**src/rtl/dice_pkg.sv**
```systemverilog
// Shared types and constants for the dice roll controller.
// Configuration macro: DICE_SLOWDOWN_EN adds the SLOW deceleration state.
package dice_pkg;

   localparam int unsigned FACE_W = 3;
   localparam logic [FACE_W-1:0] FACE_MIN = 3'd1;
   localparam logic [FACE_W-1:0] FACE_MAX = 3'd6;

   typedef enum logic [1:0] {
      IDLE = 2'd0,
      SPIN = 2'd1,
      SHOW = 2'd2
`ifdef DICE_SLOWDOWN_EN
      , SLOW = 2'd3
`endif
   } state_t;

   // Next face in the 1..6 cycle; anything outside the range folds back to 1.
   function automatic logic [FACE_W-1:0] next_face(input logic [FACE_W-1:0] f);
      return ((f >= FACE_MAX) || (f < FACE_MIN)) ? FACE_MIN : f + 3'd1;
   endfunction

endpackage

```
**src/rtl/dice_tick_gen.sv**
```systemverilog
// Loadable-interval prescaler: tick is high on the last clock of each interval.
module dice_tick_gen #(
   parameter int unsigned W = 8
) (
   input  logic         clk,
   input  logic         reset,
   input  logic         clear,
   input  logic [W-1:0] interval,
   output logic         tick
);

   logic [W-1:0] count;

   assign tick = (count == (interval - W'(1)));

   // Free-running count, restarted by clear or at the end of each interval.
   always_ff @(posedge clk or posedge reset) begin
      if (reset)
         count <= '0;
      else if (clear || tick)
         count <= '0;
      else
         count <= count + W'(1);
   end

endmodule

```
**src/rtl/dice_roll_controller.sv**
```systemverilog
// Dice roll controller: spins a 1..6 face while roll is held, then reports
// the result. Configuration macro: DICE_SLOWDOWN_EN inserts a geometric
// deceleration phase (SLOW) between SPIN and SHOW.
module dice_roll_controller
   import dice_pkg::*;
#(
   parameter int unsigned TICK_DIV   = 4,
   parameter int unsigned SLOW_STEPS = 3
) (
   input  logic                clk,
   input  logic                reset,
   input  logic                roll,
   output logic [FACE_W-1:0]   cnt,
   output logic                busy,
   output logic                valid,
   output logic                done
);

   // Sized for the widest slowdown interval so both builds share one width.
   localparam int unsigned PW = $clog2(TICK_DIV) + SLOW_STEPS + 1;

   state_t        state;
   logic          clear;
   logic          tick;
   logic [PW-1:0] interval;

`ifdef DICE_SLOWDOWN_EN
   logic [3:0]    step;

   // Interval doubles with every deceleration step: TICK_DIV << (step+1).
   always_comb begin
      interval = PW'(TICK_DIV);
      if (state == SLOW)
         interval = PW'(TICK_DIV << (32'(step) + 32'd1));
   end
`else
   assign interval = PW'(TICK_DIV);
`endif

   // Prescaler restarts on every state entry; it only runs in SPIN and SLOW.
   always_comb begin
      clear = 1'b1;
      case (state)
         SPIN:    clear = ~roll;
`ifdef DICE_SLOWDOWN_EN
         SLOW:    clear = 1'b0;
`endif
         default: clear = 1'b1;
      endcase
   end

   dice_tick_gen #(
      .W (PW)
   ) u_tick (
      .clk      (clk),
      .reset    (reset),
      .clear    (clear),
      .interval (interval),
      .tick     (tick)
   );

   // Roll FSM with registered face and status outputs.
   always_ff @(posedge clk or posedge reset) begin
      if (reset) begin
         state <= IDLE;
         cnt   <= FACE_MIN;
         busy  <= 1'b0;
         valid <= 1'b0;
         done  <= 1'b0;
`ifdef DICE_SLOWDOWN_EN
         step  <= '0;
`endif
      end else begin
         done <= 1'b0;
         case (state)
            IDLE, SHOW: begin
               if (roll) begin
                  state <= SPIN;
                  busy  <= 1'b1;
                  valid <= 1'b0;
               end
            end
            SPIN: begin
               // A tick coinciding with release still advances on this edge.
               if (tick)
                  cnt <= next_face(cnt);
               if (!roll) begin
`ifdef DICE_SLOWDOWN_EN
                  state <= SLOW;
                  step  <= '0;
`else
                  state <= SHOW;
                  busy  <= 1'b0;
                  valid <= 1'b1;
                  done  <= 1'b1;
`endif
               end
            end
`ifdef DICE_SLOWDOWN_EN
            SLOW: begin
               if (tick) begin
                  cnt <= next_face(cnt);
                  if (step == 4'(SLOW_STEPS - 1)) begin
                     state <= SHOW;
                     busy  <= 1'b0;
                     valid <= 1'b1;
                     done  <= 1'b1;
                  end else begin
                     step <= step + 4'd1;
                  end
               end
            end
`endif
            default: begin
               state <= IDLE;
               busy  <= 1'b0;
               valid <= 1'b0;
            end
         endcase
      end
   end

endmodule

```
**config.mk**
```make
export PLATFORM = sky130hd
export DESIGN_NAME = dice_roll_controller
export DESIGN_NICKNAME = d
export VERILOG_FILES = /design/src/rtl/dice_pkg.sv /design/src/rtl/dice_tick_gen.sv /design/src/rtl/dice_roll_controller.sv
export SDC_FILE = /design/constraint.sdc
export NUM_CORES = 1
export LEC_CHECK = 0
export ABC_AREA = 1
export BUFFER_PORTS_ARGS = -buffer_cell sky130_fd_sc_hd__buf_2
export CORE_ASPECT_RATIO = 1.75
export CORE_UTILIZATION = 25
export CTS_BUF_LIST = sky130_fd_sc_hd__clkbuf_8
export DETAILED_ROUTE_END_ITERATION = 6
export PLACE_DENSITY = 0.5
export SYNTH_ARGS = -nofsm -noshare
export SYNTH_HDL_FRONTEND = slang
export SYNTH_HIERARCHICAL = 1
export SYNTH_SLANG_ARGS = --single-unit
```
**constraint.sdc**
```tcl
create_clock -name clk -period 3.1 [get_ports clk]
set_clock_uncertainty 0.05 [all_clocks]
set_input_delay 0.155 -clock clk [delete_from_list [all_inputs] [get_ports clk]]
set_output_delay 0.155 -clock clk [all_outputs]
set_load 0.05 [all_outputs]
```
* Word-level counts from Yosys, hierarchy flattened
Cells that the tools add are included.
Operators by class: add/sub/neg operators 2, magnitude comparators 2, eq/ne operators 5, muxes and demuxes 14, bitwise logic cells 1, reductions and logical operators 6
Operators with widths (count):
- 1-bit two-way mux | 7
- 6-bit by 1-bit adder with 6-bit output (second input constant) | 1
- 6-bit by 2-bit == test with 1-bit output (second input constant) | 1
- 6-bit two-way mux | 1
- 2-bit two-way mux | 2
- 2-bit != test (second input constant) | 2
- 1-bit case mux with 2 select lines | 2
- 2-bit case mux with 2 select lines | 1
- 2-bit AND reduction | 2
- 3-bit by 1-bit adder with 3-bit output (second input constant) | 1
- 3-bit >= comparator (second input constant) | 1
- 3-bit by 1-bit < comparator with 1-bit output (second input constant) | 1
- 3-bit two-way mux | 1
- 2-bit by 1-bit == test with 1-bit output (second input constant) | 1
- 2-bit == test (second input constant) | 1
- 2-bit logical NOT | 1
- 1-bit logical OR | 2
- 2-bit OR reduction | 1
- 1-bit NOT | 1
Word-level totals: register bits 14, input bits 3

* Depth between registers and ports, before layout
depth in word-level cells 4, mapped depth 15, depth with buffers taken out 15

* Modules after synthesis
The synthesis kept the hierarchy.
By module, submodules not included:
- dice_tick_gen | times used 1, cells each 84, area each 519.2 µm², sequential area each 150.1 µm²
- dice_roll_controller | times used 1, cells each 45, area each 354.1 µm², sequential area each 176.4 µm²

* Least setup slack after synthesis
Ideal clock, no wire load.
path kind register to register, from register u_tick.count[4], to register cnt[2], arrival 1232 ps, path slack 1700 ps, cell stages (with the launch flop) 15, period minus slack after synthesis 1400 ps, path through dfrtp_1 -> inv_1 -> nand2_1 -> nand2_1 -> nand2_1 -> nand2_1 -> nand2_1 -> inv_1 -> nand3_2 -> inv_1 -> inv_1 -> nor2_4 -> inv_2 -> nand2_1 -> nand2_1
On the way: cells in the longest elaborated chain, start to end 2
Ends and longest elaborated chain:
- from (decl) | line dice_tick_gen.sv:12 | logic [W-1:0] count;
- from (signal assigned) | line dice_tick_gen.sv:23 | count <= count + W'(1);
- 6-bit by 2-bit == test with 1-bit output | line dice_tick_gen.sv:14 | assign tick = (count == (interval - W'(1)));
- net tick | line dice_roll_controller.sv:24 | logic tick;
- 2-bit AND reduction (no line)
- to (signal assigned) | line dice_roll_controller.sv:86 | cnt <= next_face(cnt);
- to (decl) | line dice_roll_controller.sv:13 | output logic [FACE_W-1:0] cnt,
The timed path passes the listed nets, and every way through them passes these cells. A chain may end at the register's enable or synchronous reset.

* Final worst setup path
from register u_tick.count[1], to register cnt[2]
Same word-level chain as after synthesis.

==> impl_metrics.xml <==
<?xml version="1.0" encoding="UTF-8"?>
<metrics>
  <group name="timing">
    <metric name="final.setup.tns" unit="ns">0</metric>
    <metric name="timing.final.crit_share" unit="%">49.84</metric>
    <metric name="slew_violations" unit="">0</metric>
    <metric name="max_freq" unit="MHz">647.3</metric>
    <metric name="final_period_minus_worst_setup_slack" unit="ns">1.545</metric>
    <metric name="report.final.hold_viol_count" unit="">0</metric>
    <metric name="setup-violations-final" unit="">0</metric>
    <metric name="final.hold.worst_slack" unit="ns">0.08633</metric>
    <metric name="setup_repair_after_global_routing_missed_its_margin" unit="">no</metric>
  </group>
  <group name="power">
    <metric name="leakage_power_summed_over_all_cells" unit="nW">0.6077</metric>
    <metric name="cellPowerDensity" unit="nW/um2">529.8</metric>
    <metric name="ir_drop" unit="V">0.0003109</metric>
  </group>
  <group name="critical_path">
    <metric name="worstSetupPathType" unit="">reg2reg</metric>
    <metric name="path_max_fanout" unit="">4</metric>
    <metric name="arrival" unit="ns">1.62</metric>
    <metric name="worstSetupEndpointType" unit="">register</metric>
    <metric name="crit_path_start_kind" unit="">register</metric>
    <metric name="critical_path_required" unit="ns">3.17</metric>
  </group>
  <group name="routing">
    <metric name="wirelength" unit="um">1427</metric>
    <metric name="detail_route.vias_per_cell" unit="">3.724</metric>
    <metric name="route.antenna.remaining_nets" unit="">0</metric>
    <metric name="detailed_routing_iteration_count_for_the_pre_antenna_repair_pass" unit="">4</metric>
    <metric name="drt_first_iter_violations" unit="">5</metric>
    <metric name="route.detailed.drc" unit="">0</metric>
    <metric name="vias" unit="">756</metric>
    <metric name="avgRoutedWirePerCell" unit="um">7.030</metric>
  </group>
  <group name="run_status">
    <metric name="run_status" unit="">finished, final reports clean</metric>
  </group>
  <group name="die">
    <metric name="pin_count" unit="">9</metric>
    <metric name="floorplan.rows" unit="">28</metric>
    <metric name="floorplan.initialDensity" unit="%">25.97</metric>
    <metric name="design.core.area" unit="um2">3363</metric>
    <metric name="dieWidth" unit="um">46.68</metric>
    <metric name="die_area" unit="um2">3743</metric>
    <metric name="chipHeight" unit="um">80.19</metric>
  </group>
  <group name="grt">
    <metric name="first_global_vias" unit="">703</metric>
    <metric name="grtUsageTotal" unit="%">9.461</metric>
    <metric name="grt-ovfl-total" unit="">0</metric>
    <metric name="initial_antenna_violation_count" unit="">0</metric>
    <metric name="largest_net_degree_at_the_start_of_global_routing" unit="">8</metric>
    <metric name="wire_length_of_the_first_global_routing_pass" unit="um">2642</metric>
  </group>
  <group name="synth">
    <metric name="syn_area_per_cell" unit="um2">6.770</metric>
    <metric name="ys_async_sr_fraction" unit="%">100.0</metric>
    <metric name="synth.yosys.seq_area_share" unit="%">37.39</metric>
    <metric name="synth-compound-area-share" unit="%">2.436</metric>
    <metric name="synth.cell_area" unit="um2">873.3</metric>
    <metric name="postSynthCellCount" unit="">129</metric>
    <metric name="yosys_warnings" unit="">6</metric>
    <metric name="yosys.area.top_type_share" unit="%">34.38</metric>
    <metric name="ys_ff_latch" unit="">13</metric>
    <metric name="yosys_most_used_dff" unit="">dfrtp_1</metric>
    <metric name="synth-edff-count" unit="">0</metric>
    <metric name="synth_cell_types" unit="">22</metric>
    <metric name="post_synthesis_adder_cell_area_fraction" unit="%">4.298</metric>
    <metric name="dominant_combinational_cell_family_by_area_after_synthesis" unit="">simple AND/OR/NAND/NOR gates</metric>
    <metric name="largest_cells_by_area_after_synthesis" unit="">dfrtp_1 34%, nand2_1 18%, inv_1 10%</metric>
    <metric name="post-synth-top-count-cell" unit="">nand2_1</metric>
    <metric name="synth_area_leader_cell" unit="">dfrtp_1</metric>
    <metric name="synthMuxAreaShare" unit="%">0</metric>
    <metric name="synth_simple_gate_area_share" unit="%">38.40</metric>
    <metric name="synthTopCellsByCount" unit="">42 x nand2_1, 24 x inv_1, 14 x nor2_1</metric>
    <metric name="synth-xor-area-share" unit="%">5.014</metric>
  </group>
  <group name="layout">
    <metric name="synthToLayoutAreaGrowth" unit="%">24.21</metric>
    <metric name="n_antenna_cell" unit="">0</metric>
    <metric name="fin_nets" unit="">165</metric>
    <metric name="drive_gt1_share" unit="%">13.92</metric>
  </group>
  <group name="placement">
    <metric name="hpwlAfterDp" unit="um">1222</metric>
    <metric name="globalplace.congestion" unit="">0.6886</metric>
    <metric name="port_buffers" unit="">8</metric>
  </group>
  <group name="flow_run">
    <metric name="maxCapViolations" unit="">0</metric>
  </group>
  <group name="cts">
    <metric name="worst_setup_hold_path_clk_slew" unit="ns">0.05</metric>
    <metric name="cts-htree-levels" unit="">1</metric>
    <metric name="cts_repair_resize_count" unit="">0</metric>
    <metric name="cts_sinks" unit="">13</metric>
    <metric name="ctsLongestPathBuffers" unit="">2</metric>
    <metric name="clock_insertion_delay_worst_skew" unit="ns">0.23</metric>
    <metric name="cts_tree" unit="">done</metric>
    <metric name="ctsRootBufferMaster" unit="">clkbuf_8</metric>
    <metric name="cts_inserted_buffers" unit="">3</metric>
  </group>
  <group name="min_path">
    <metric name="min_path_type" unit="">in2reg</metric>
  </group>
</metrics>
-- stage by stage --
stage	instances	setup slack (ns)	power, mW	instance area, um2	utilization (%)
3_5_place_dp	198	1.547	0.4397	1030	30.62
2_1_floorplan	145	1.700	0.3980	933.4	-
4_1_cts	203	1.533	0.5851	1085	32.25
6_report	203	1.555	0.5747	1085	32.25
3_3_place_gp	198	1.560	0.4342	1030	30.62
5_1_grt	203	1.336	0.6201	1085	32.25
-- worst paths after layout --
path	startpoint	end	slack (ns)	cells after the start
hold / removal	roll	done	0.09	2
hold reg to reg	busy	busy	0.41	2
min in group asynchronous	reset	u_tick/count[5]	0.32	3
setup reg to reg	u_tick/count[1]	cnt[2]	1.56	13
max in group asynchronous	reset	cnt[0]	2.37	3
setup / recovery	u_tick/count[1]	cnt[2]	1.56	13
-- power breakdown --
group          switching [mW]  internal, mW  total (mW)
clock network          0.0517        0.0868       0.138
registers              0.0210         0.203       0.224
logic                   0.154        0.0583       0.212
total                   0.226         0.348       0.575
-- cells in the final DEF (no fill, tap or decap), types with 3 or more instances in the layout --
cell type   n
nand2_1    42
conb_1     18
buf_2       8
nor2_1     14
inv_1      25
ha_1        3
dfrtp_1    12
nand3_1     9
inv_2       3
clkbuf_8    3
xnor2_1     3
-- worst max-delay path: stages, from the launching register on --
cell and delay, ns:
dfrtp_1 0.38, inv_1 0.06, nand2_1 0.06, nand2_1 0.05
nor2_1 0.09, nand2_1 0.07, nor2_1 0.13, nand3_2 0.11
inv_1 0.07, inv_1 0.06, nor2_4 0.15, inv_2 0.07
nand2_1 0.05, nand2_1 0.05
-- cells by family (layout without fill, tap and decap cells) --
logic type                 Yosys count  count (layout)
and+or+nand+nor                     75              75
adders and majority gates            3               3
AOI/OAI and AO/OA                    4               4
buffers and inverters               27              40
DFF                                 13              13
other                                2              18
xor gates and xnor gates             5               5
-- timing repair --
item,4_1_cts,5_1_grt
endpoints found under the hold margin,12,0
setup buffers,0,0
hold buffers,1,0
-- per-layer routing --
| metal | track usage, % | up-vias | part of all wire (%) |
|---|---|---|---|
| li1 | - | 423 | - |
| met1 | 9.397 | 322 | 41 |
| met2 | 17.78 | 9 | 56 |
| met3 | 1.348 | 2 | 2.4 |
| met4 | 4.286 | 0 | 0.91 |
| met5 | 0 | - | 0 |
-- registers in the layout, summed over array words and instances (netlist names) --
signal / flops
done: 1
valid: 1
u_tick/count: 6
cnt: 3
state: 1
busy: 1
-- layout make-up --
class                   instances  area, um2
fillers                       387       2278
multi-input cells             105      505.5
flip-flops and latches         13      326.6
inverters                      27      101.3
well taps                      45      56.30
repair buffers                  9      50.05
clock buffers                   3      41.29
clock inverters                 1      3.754
Power figures use the tool's default switching activity.
